[config.mk]
export PLATFORM = sky130hd
export DESIGN_NAME = triad_stream_arbiter_flat
export DESIGN_NICKNAME = d
export VERILOG_FILES = /design/src/rtl/triad_stream_arbiter_if.sv /design/src/rtl/triad_stream_arbiter.sv /design/src/flat_wrapper.sv
export SDC_FILE = /design/constraint.sdc
export NUM_CORES = 1
export LEC_CHECK = 0
export ABC_CLOCK_PERIOD_IN_PS = 2900
export CAP_MARGIN = 20
export CORE_AREA = 2 2 215 217
export CTS_CLUSTER_DIAMETER = 120
export DETAILED_ROUTE_END_ITERATION = 8
export DIE_AREA = 0 0 217 219
export DONT_BUFFER_PORTS = 1
export PLACE_DENSITY_LB_ADDON = 0.1
export REMOVE_ABC_BUFFERS = 1
export SLEW_MARGIN = 30
export SYNTH_ARGS = -nofsm -noshare
export SYNTH_HDL_FRONTEND = slang
export SYNTH_SLANG_ARGS = --single-unit
[constraint.sdc]
create_clock -name clk_96MHz -period 2.9 [get_ports clk_96MHz]
set_clock_uncertainty 0.05 [all_clocks]
set_input_delay 0.58 -clock clk_96MHz [delete_from_list [all_inputs] [get_ports clk_96MHz]]
set_output_delay 0.58 -clock clk_96MHz [all_outputs]
set_load 0.01 [all_outputs]
[src/rtl/triad_stream_arbiter_if.sv]
// ---------------------------------------------------------------------------
// triad_stream_arbiter_if
//  Bundles the triad-side and transmitter-side signals of the triad stream
//  arbiter.
//  master modport: the arbiter.
//  slave modport:  the triads and the serial transmitter.
//  Signals:
//   data_avl           per-triad payload-ready level (triad -> arbiter)
//   sensor_iterations  packed payloads, triad k at [k*PAYLOAD_W +: PAYLOAD_W]
//   reset_parser       one-cycle release pulse per triad (arbiter -> triad)
//   tx_valid           payload offered to the transmitter
//   tx_payload         latched payload of the granted triad
//   tx_channel         index of the granted triad
//   tx_done            one-cycle pulse, transmitter finished the frame
// ---------------------------------------------------------------------------
interface triad_stream_arbiter_if #(
  parameter int N_TRIADS  = 4,
  parameter int PAYLOAD_W = 102
);
  localparam int CH_W = (N_TRIADS > 1) ? $clog2(N_TRIADS) : 1;

  logic [N_TRIADS-1:0]           data_avl;
  logic [N_TRIADS*PAYLOAD_W-1:0] sensor_iterations;
  logic [N_TRIADS-1:0]           reset_parser;
  logic                          tx_valid;
  logic [PAYLOAD_W-1:0]          tx_payload;
  logic [CH_W-1:0]               tx_channel;
  logic                          tx_done;

  modport master (
    input  data_avl, sensor_iterations, tx_done,
    output reset_parser, tx_valid, tx_payload, tx_channel
  );

  modport slave (
    output data_avl, sensor_iterations, tx_done,
    input  reset_parser, tx_valid, tx_payload, tx_channel
  );
endinterface

[src/rtl/triad_stream_arbiter.sv]
// ---------------------------------------------------------------------------
// triad_stream_arbiter
//  Owns the free-running system timestamp and arbitrates round-robin between
//  N_TRIADS triad managers that share one serial transmitter. The granted
//  triad's payload is latched and offered with its index; the handshake is
//  guarded by a watchdog, and once the frame ends the triad gets a one-cycle
//  reset_parser pulse.
//  Ports:
//   clk_96MHz      system clock
//   rst_n          asynchronous reset, active low
//   bus            triad/transmitter interface (master side)
//   sys_ts         free-running timestamp, wraps at all-ones
//   timeout_count  saturating count of frames ended by the watchdog
//   busy           high whenever the arbiter is not idle
// ---------------------------------------------------------------------------
module triad_stream_arbiter #(
  parameter int N_TRIADS       = 4,
  parameter int PAYLOAD_W      = 102,
  parameter int TS_W           = 24,
  parameter int TIMEOUT_CYCLES = 65536
) (
  input  logic                   clk_96MHz,
  input  logic                   rst_n,
  triad_stream_arbiter_if.master bus,
  output logic [TS_W-1:0]        sys_ts,
  output logic [7:0]             timeout_count,
  output logic                   busy
);
  localparam int CH_W = (N_TRIADS > 1) ? $clog2(N_TRIADS) : 1;
  // One spare bit so TIMEOUT_CYCLES-1 always fits, even for powers of two.
  localparam int WD_W = $clog2(TIMEOUT_CYCLES) + 1;
  localparam logic [WD_W-1:0] WD_LAST = WD_W'(TIMEOUT_CYCLES - 1);
  localparam logic [CH_W-1:0] CH_LAST = CH_W'(N_TRIADS - 1);

  typedef enum logic [1:0] {IDLE, SEND, RELEASE, HOLDOFF} state_t;

  state_t          state;
  logic [CH_W-1:0] rr_ptr;
  logic [WD_W-1:0] watchdog;

  logic [PAYLOAD_W-1:0] payload_arr [N_TRIADS];

  generate
    for (genvar gi = 0; gi < N_TRIADS; gi++) begin : g_unpack
      assign payload_arr[gi] = bus.sensor_iterations[gi*PAYLOAD_W +: PAYLOAD_W];
    end
  endgenerate

  // Round-robin pick: scan offsets from the highest down so the smallest
  // offset from rr_ptr overwrites any earlier candidate. The wrap is done by
  // subtraction so non-power-of-two channel counts wrap at N_TRIADS-1.
  logic            grant_any;
  logic [CH_W-1:0] grant_idx;
  logic [CH_W-1:0] scan_idx;
  int              scan_sum;

  always_comb begin
    grant_any = 1'b0;
    grant_idx = '0;
    scan_sum  = 0;
    scan_idx  = '0;
    for (int i = N_TRIADS - 1; i >= 0; i--) begin
      scan_sum = int'(rr_ptr) + i;
      if (scan_sum >= N_TRIADS) begin
        scan_sum = scan_sum - N_TRIADS;
      end
      scan_idx = CH_W'(scan_sum);
      if (bus.data_avl[scan_idx]) begin
        grant_any = 1'b1;
        grant_idx = scan_idx;
      end
    end
  end

  always_ff @(posedge clk_96MHz or negedge rst_n) begin
    if (!rst_n) begin
      sys_ts <= '0;
    end else begin
      sys_ts <= sys_ts + 1'b1;
    end
  end

  always_ff @(posedge clk_96MHz or negedge rst_n) begin
    if (!rst_n) begin
      state            <= IDLE;
      rr_ptr           <= '0;
      watchdog         <= '0;
      timeout_count    <= '0;
      busy             <= 1'b0;
      bus.tx_valid     <= 1'b0;
      bus.tx_payload   <= '0;
      bus.tx_channel   <= '0;
      bus.reset_parser <= '0;
    end else begin
      case (state)
        IDLE: begin
          if (grant_any) begin
            state          <= SEND;
            busy           <= 1'b1;
            bus.tx_valid   <= 1'b1;
            bus.tx_payload <= payload_arr[grant_idx];
            bus.tx_channel <= grant_idx;
            watchdog       <= '0;
          end
        end
        SEND: begin
          // tx_done on the final watchdog cycle still counts as a normal finish.
          if (bus.tx_done || (watchdog == WD_LAST)) begin
            if (!bus.tx_done && (timeout_count != 8'hFF)) begin
              timeout_count <= timeout_count + 8'd1;
            end
            state            <= RELEASE;
            bus.tx_valid     <= 1'b0;
            bus.reset_parser <= N_TRIADS'(1) << bus.tx_channel;
          end else begin
            watchdog <= watchdog + 1'b1;
          end
        end
        RELEASE: begin
          state            <= HOLDOFF;
          bus.reset_parser <= '0;
          rr_ptr           <= (bus.tx_channel == CH_LAST) ? '0 : bus.tx_channel + 1'b1;
        end
        HOLDOFF: begin
          // Gives the released triad a cycle to drop data_avl before rescanning.
          state <= IDLE;
          busy  <= 1'b0;
        end
        default: begin
          state <= IDLE;
          busy  <= 1'b0;
        end
      endcase
    end
  end
endmodule
[src/flat_wrapper.sv]
// flat-port wrapper written by rule: the top's interface ports become plain ports
module triad_stream_arbiter_flat 
#(
  parameter int N_TRIADS       = 4,
  parameter int PAYLOAD_W      = 102,
  parameter int TS_W           = 24,
  parameter int TIMEOUT_CYCLES = 65536
)
  (clk_96MHz, rst_n, sys_ts, timeout_count, busy, bus_data_avl, bus_sensor_iterations, bus_tx_done, bus_reset_parser, bus_tx_valid, bus_tx_payload, bus_tx_channel);
  triad_stream_arbiter_if #(.N_TRIADS(N_TRIADS), .PAYLOAD_W(PAYLOAD_W)) bus_i ();
  input  logic clk_96MHz;
  input  logic rst_n;
  output logic [TS_W-1:0] sys_ts;
  output logic [7:0] timeout_count;
  output logic busy;
  input wire logic [$bits(bus_i.data_avl)-1:0] bus_data_avl;
  input wire logic [$bits(bus_i.sensor_iterations)-1:0] bus_sensor_iterations;
  input wire logic [$bits(bus_i.tx_done)-1:0] bus_tx_done;
  output wire logic [$bits(bus_i.reset_parser)-1:0] bus_reset_parser;
  output wire logic [$bits(bus_i.tx_valid)-1:0] bus_tx_valid;
  output wire logic [$bits(bus_i.tx_payload)-1:0] bus_tx_payload;
  output wire logic [$bits(bus_i.tx_channel)-1:0] bus_tx_channel;
  assign bus_i.data_avl = bus_data_avl;
  assign bus_i.sensor_iterations = bus_sensor_iterations;
  assign bus_i.tx_done = bus_tx_done;
  assign bus_reset_parser = bus_i.reset_parser;
  assign bus_tx_valid = bus_i.tx_valid;
  assign bus_tx_payload = bus_i.tx_payload;
  assign bus_tx_channel = bus_i.tx_channel;
  triad_stream_arbiter #(.N_TRIADS(N_TRIADS), .PAYLOAD_W(PAYLOAD_W), .TS_W(TS_W), .TIMEOUT_CYCLES(TIMEOUT_CYCLES)) u_core (.clk_96MHz(clk_96MHz), .rst_n(rst_n), .bus(bus_i), .sys_ts(sys_ts), .timeout_count(timeout_count), .busy(busy));
endmodule
==> metrics, run 1 <==
status complete, but fails checks; failing checks hold timing; via count 6900; Area contributors post-synth dfrtp_1, mux2i_1, o221ai_1; Slew Limit Fails 0; clock-pin slew on the worst setup and hold paths 70 ps; CP Class reg -> reg; Pre-antenna DRT Iters 4; largest net degree at the start of global routing 164; worst slew pin tran 623 ps; initial antenna violation count 2; worst r2r path cells 10; WP data arrival roughly 3000 ps; Critical Path Start Type flop; setup slack at placement around 180 ps; first-pass GRT wire length ~47 mm; Top FF cell, synth dfrtp_1; Commonest cells post-synth mux2i_1, dfrtp_1, nand2_1, o221ai_1, nor2_1; port bufs 0; worst r2r src u_core.watchdog[3]; # rows 78; Power Total 10.8 mW; final core occ 0.234; Iter 0 DRT Violations 297; post-route ant nets 0; area grow syn2layout 14.7%; Synth Area in XOR/XNOR 0.0399; Layout Cells excl Fill 1454; layout cells sized above 1 0.0880; flop-to-flop setup slack 240 ps; post-synthesis mux area share 0.225; DP Wirelength 25.3 mm; count leader, synth mux2i_1; number of global-route vias before repair 7290; Sink Count approximately 160; Final GP Congestion roughly 0.77; clk buf depth 2; Tmin final 2660 ps; cell area after synthesis 0.00921 mm²; fmax 376 MHz; # IOs 557; Die H 219 µm; ys async rst share 1.00; RSZ-0062 raised after global routing false; Post-Synth Adder-Cell Area 0.0163; Die X 217 µm; largest family of logic cells by synthesized area multiplexers; Max transition margin 0.584; gr ovfl total 0; pwr/cell area ~1000 mW/mm²; post-synthesis cell count roughly 860; unique cell type count in the Yosys netlist 44; Crit Path Max Fanout 6; Layout Nets 1266; Remaining DRCs 0; synth warn 0; r2r endpoint u_core.timeout_count[7]; die footprint 0.0475 mm²; Final WS setup 239 ps; final worst hold slack -258 ps; # setup viols final 0; final hold viol count roughly 160; H-tree depth 4; sequential area share after synthesis 0.443; Sum Neg Setup Slack 0 ps; Max Cap Viol 0; Tot GR Track Use 0.137; Setup Fix Bufs, Post-CTS 0; vias per cell 4.75; Leak slightly below 5 nW; VDD IR max 516 µV; post-DR wirelength/cell 23.2 µm; Detailed Route WL 33.7 mm; Post-Syn Area per Cell 10.7 µm²; Critical Path Sink Type flop; Worst Hold Class in -> async; Post-synth EDFFs 0; Synth Register Bits 163; Simple-Gate Fraction of Synth Area 0.108; CP Data Required Time 3250 ps; CTS tree built; Starting Density 0.204; Core ar. 0.0451 mm²; clock latency at the later pin of the worst-skew pair 480 ps; CTS Root Cell clkbuf_16; dpl cells 1420; Synth Area in Compound Gates 0.123; area leader, netlist dfrtp_1; Synth top area share 0.443; post-route clock period utilization 0.918; CTS Buf Count 17
==> layout make-up <==
type / count / area, µm²
fill: 4863 / 34500
sequential: 163 / 4080
multi-input combinational: 616 / 4760
inverter: 16 / 60.1
clock buffer: 19 / 443
tap: 600 / 751
timing repair buffer: 25 / 288
antenna: 2 / 5.00
clock inverter: 13 / 181
==> cell usage in the layout (no fill, tap or decap), types with 11 or more instances in the layout <==
master and n:
mux2i_1 204, dfrtp_1 163, nand2_1 125, o221ai_1 102, nor2_1 33, xnor2_1 22
xor2_1 20, clkbuf_16 17, buf_4 17, inv_1 16, nand3_1 15, o21ai_0 11
a22o_1 11, ha_1 11
==> worst max path at each step <==
stage	startpoint	to	cells after the start
2_1_floorplan	bus_data_avl[0]	u_core.bus.tx_payload[0]	5
3_3_place_gp	u_core.watchdog[3]	u_core.timeout_count[7]	10
3_5_place_dp	u_core.watchdog[3]	u_core.timeout_count[7]	10
4_1_cts	u_core.watchdog[3]	u_core.timeout_count[7]	10
5_1_grt	u_core.watchdog[3]	u_core.timeout_count[7]	10
6_report	u_core.watchdog[3]	u_core.timeout_count[7]	10
==> state kept, by name, summed over array words and instances, names as in the netlist <==
name                     count
u_core.bus.reset_parser      4
u_core.bus.tx_channel        2
u_core.bus.tx_payload      102
u_core.bus.tx_valid          1
u_core.busy                  1
u_core.rr_ptr                2
u_core.state                 2
u_core.sys_ts               24
u_core.timeout_count         8
u_core.watchdog             17
==> where the power goes <==
part | total (mW) | switching, mW | leakage (nW) | internal (mW)
clock network | 2.50 | 1.04 | 0.304 | 1.46
registers | 4.23 | 1.14 | 2.08 | 3.09
logic | 4.11 | 2.33 | 2.48 | 1.78
==> what timing repair did <==
| item | 4_1_cts | 5_1_grt |
|---|---|---|
| hold endpoints to repair | 163 | 163 |
| setup endpoints to repair | 0 | 1 |
| resized for setup | 0 | 1 |
==> through the flow <==
stage	hold slack, ps	cell area, µm²
2_1_floorplan	234	8860
3_3_place_gp	240	9930
3_5_place_dp	241	9930
4_1_cts	-311	10600
5_1_grt	-304	10600
6_report	-258	10600
==> routing by layer <==
metal  track usage  routed length, µm  up-vias
met5             0                  0        -
met4        0.0669                910        0
met3        0.0471               2710       41
met2         0.232              17400      315
met1         0.153              12700     3389
li1              -                  -     3155
==> kinds of logic (layout without fill, tap and decap cells) <==
logic type	count (synthesis)	in the layout
adders and majority gates	12	12
buffers and inverters	79	73
AOI/OAI and AO/OA	136	136
muxes	207	207
DFF	163	163
and+or+nand+nor	219	219
other	0	2
xor gates and xnor gates	42	42
==> worst max-delay path: stages (launching register included) <==
cell and delay, ps:
dfrtp_1 400, and4_1 220, and3_1 190, nand4_1 110, nor4_1 350, ha_2 310
nand3b_1 110, a41oi_1 220, nand4_1 210, nor3_1 270, xor2_1 160
Power figures use the tool's default switching activity.
==> inputs of run 2 (changes only) <==
--- a/config.mk
+++ b/config.mk
@@ -12,6 +12,7 @@
 export DETAILED_ROUTE_END_ITERATION = 8
 export DIE_AREA = 0 0 217 219
 export DONT_BUFFER_PORTS = 1
+export GPL_TIMING_DRIVEN = 0
 export PLACE_DENSITY_LB_ADDON = 0.1
 export REMOVE_ABC_BUFFERS = 1
 export SLEW_MARGIN = 30
==> run 2 against run 1 <==
  * The flow still finishes with violations (hold timing)
  * First-iteration DRC count up 8.8%
  * Routed wire length up 0.53%
  * Register-to-register slack about the same
  * Via count down 0.28%
  * Largest cell class unchanged
==> metrics, run 2 (synthesis gave the netlist of run 1 again) <==
clk buf depth 2 (unchanged); commonest non-fill, non-tap cell in the layout mux2i_1 (unchanged); fmax 376 MHz (about the same); final worst hold slack -245 ps (was -258 ps); initial antenna violation count 5 (was 2); Remaining DRCs 0 (unchanged); largest net degree at the start of global routing 164 (unchanged); final hold viol count 163 (unchanged); Top Registers u_core.bus.tx_payload: 102 flops, u_core.sys_ts: 24 flops, u_core.watchdog: 17 flops (unchanged); Largest register FFs 102 (unchanged); most frequent cells in the layout mux2i_1, dfrtp_1, nand2_1 (unchanged); CP Class reg -> reg (unchanged); port bufs 0 (unchanged); clock latency at the later pin of the worst-skew pair 470 ps (was 480 ps); Critical Path Start Type flop (unchanged); vias per cell 4.74 (was 4.75); # setup viols final 0 (unchanged); fill count 4862 (was 4863); Crit Path Max Fanout 77 (was 6); Combinational Power Share 0.392 (was 0.379); WP data arrival 2950 ps (was 3010 ps); Iter 0 DRT Violations 323 (was 297); RSZ-0062 raised after global routing false (unchanged); Critical Path Sink Type flop (unchanged); Clock Power Share 0.226 (was 0.231); pwr/cell area 1030 mW/mm² (about the same); DP Wirelength 24.9 mm (was 25.3 mm); Sw Pwr 4.55 mW (was 4.51 mW); Tot GR Track Use 0.134 (was 0.137); CTS Root Cell clkbuf_16 (unchanged); post-route ant nets 0 (unchanged); status complete, but fails checks (unchanged); Detailed Route WL 33.9 mm (was 33.7 mm); flop-to-flop setup slack 240 ps (about the same); first-pass GRT wire length 46.6 mm (was 47.3 mm); worst r2r path cells 8 (was 10); Core ar. 0.0451 mm² (unchanged); Worst Hold Class in -> async (unchanged); worst r2r src u_core.state[0] (was u_core.watchdog[3]); post-route cell area 0.0108 mm² (was 0.0106 mm²); clock-pin slew on the worst setup and hold paths 60 ps (was 70 ps); Die X 217 µm (unchanged); # rows 78 (unchanged); post-route clock period utilization 0.918 (about the same); via count 6881 (was 6900); area occupied by multi-input gates 0.00483 mm² (was 0.00476 mm²); Tmin final 2660 ps (about the same); Placed Instance Area 0.0100 mm² (was 0.00993 mm²); Pre-antenna DRT Iters 4 (unchanged); Worst Setup SP u_core.state[0] (was u_core.watchdog[3]); Max Cap Viol 0 (unchanged); r2r endpoint u_core.bus.tx_payload[36] (was u_core.timeout_count[7]); Die H 219 µm (unchanged); Storage cell area 0.00408 mm² (about the same); CTS Buf Count 17 (unchanged); failing checks hold timing (unchanged); gr ovfl total 0 (unchanged); Layout Nets 1262 (was 1266); Final GP Congestion 0.746 (was 0.767); Starting Density 0.204 (unchanged); post-DR wirelength/cell 23.4 µm (was 23.2 µm); area grow syn2layout 16.8% (was 14.7%); CTS tree built (unchanged); layout cells sized above 1 0.0932 (was 0.0880); die footprint 0.0475 mm² (unchanged); CP Data Required Time 3180 ps (was 3250 ps); dpl cells 1413 (was 1420); Leak 4.92 nW (was 4.86 nW); number of global-route vias before repair 7206 (was 7290); Layout Cells excl Fill 1451 (was 1454); worst slew pin tran 715 ps (was 623 ps); VDD IR max 516 µV (about the same); Power Total 11.1 mW (was 10.8 mW); Sink Count 163 (unchanged); H-tree depth 4 (unchanged); Max transition margin 0.523 (was 0.584); Reg power frac 0.382 (was 0.390); # IOs 557 (unchanged); Most flops, register u_core.bus.tx_payload (unchanged); Net Sw Frac 0.411 (was 0.416); Slew Limit Fails 0 (unchanged); Cell Int Power 6.53 mW (was 6.33 mW)
run 2: cell types whose count changed in the layout (fill, tap and decap cells not counted), moves of 2 or more:
| cell | previous run | this run |
|---|---|---|
| clkinv_4 | 1 | 4 |
| buf_8 | 0 | 2 |
| mux2i_1 | 204 | 202 |
| mux2i_2 | 0 | 2 |
| buf_4 | 17 | 4 |
| clkbuf_16 | 17 | 19 |
| buf_12 | 8 | 6 |
| clkinvlp_4 | 2 | 0 |
| buf_16 | 0 | 5 |
run 2: worst max path at each step:
stage | endpoint | slack [ps] | cells after the start
floorplan | u_core.bus.tx_payload[0] | -13910 | 5
global placement | u_core.bus.tx_payload[31] | -20500 | 5
detailed placement | u_core.bus.tx_payload[89] | -1280 | 15
CTS | u_core.timeout_count[7] | 3 | 10
global route | u_core.bus.tx_payload[21] | 10 | 8
finish | u_core.bus.tx_payload[36] | 240 | 8
run 2: layer usage:
| layer | part of all wire | track usage | vias up |
|---|---|---|---|
| met3 | 0.066 | 0.0402 | 31 |
| met4 | 0.022 | 0.0596 | 0 |
| met1 | 0.40 | 0.153 | 3383 |
| met2 | 0.51 | 0.230 | 314 |
| li1 | - | - | 3153 |
| met5 | 0 | 0 | - |
run 2: layout make-up:
| type | count | area share |
|---|---|---|
| inverters | 16 | 0.00558 |
| diodes | 3 | 0.000698 |
| clock buffers | 20 | 0.0424 |
| flip-flops and latches | 163 | 0.379 |
| multi-input cells | 617 | 0.448 |
| clock inverters | 12 | 0.0166 |
| well taps | 600 | 0.0698 |
| repair buffers | 20 | 0.0372 |
run 2: repair_timing:
item / CTS / global route
endpoints found under the setup margin: 62 / 63
setup buffers: 2 / 2
cloned: 1 / 3
pin swaps: 1 / 4
hold endpoints to repair: 163 / 163
gates resized for setup: 8 / 7
run 2: power by group through the flow:
stage / sequential [mW] / combinational [mW] / clock (mW)
2_1_floorplan: 3.90 / 2.96 / 0
3_3_place_gp: 4.36 / 3.61 / 0
3_5_place_dp: 4.28 / 4.26 / 0
4_1_cts: 4.26 / 4.28 / 2.64
5_1_grt: 4.34 / 4.79 / 2.73
6_report: 4.23 / 4.35 / 2.50
run 2: worst max-delay path: stages, from the launching register on:
cell and delay (ps):
dfrtp_1 400, inv_1 80, ha_1 320, nand2_8 250, buf_16 320, or2_4 360, buf_12 240, buf_12 270
o221ai_1 170
run 2: metrics by stage:
step                       util  setup slack, ps   TNS, ps
after detailed placement  0.222            -1280    -41620
after global placement    0.213           -20500  -1904890
final                     0.239              238         0
after global routing      0.239             10.5         0
after CTS                 0.237             3.09         0
after floorplan               -           -13910  -1434000
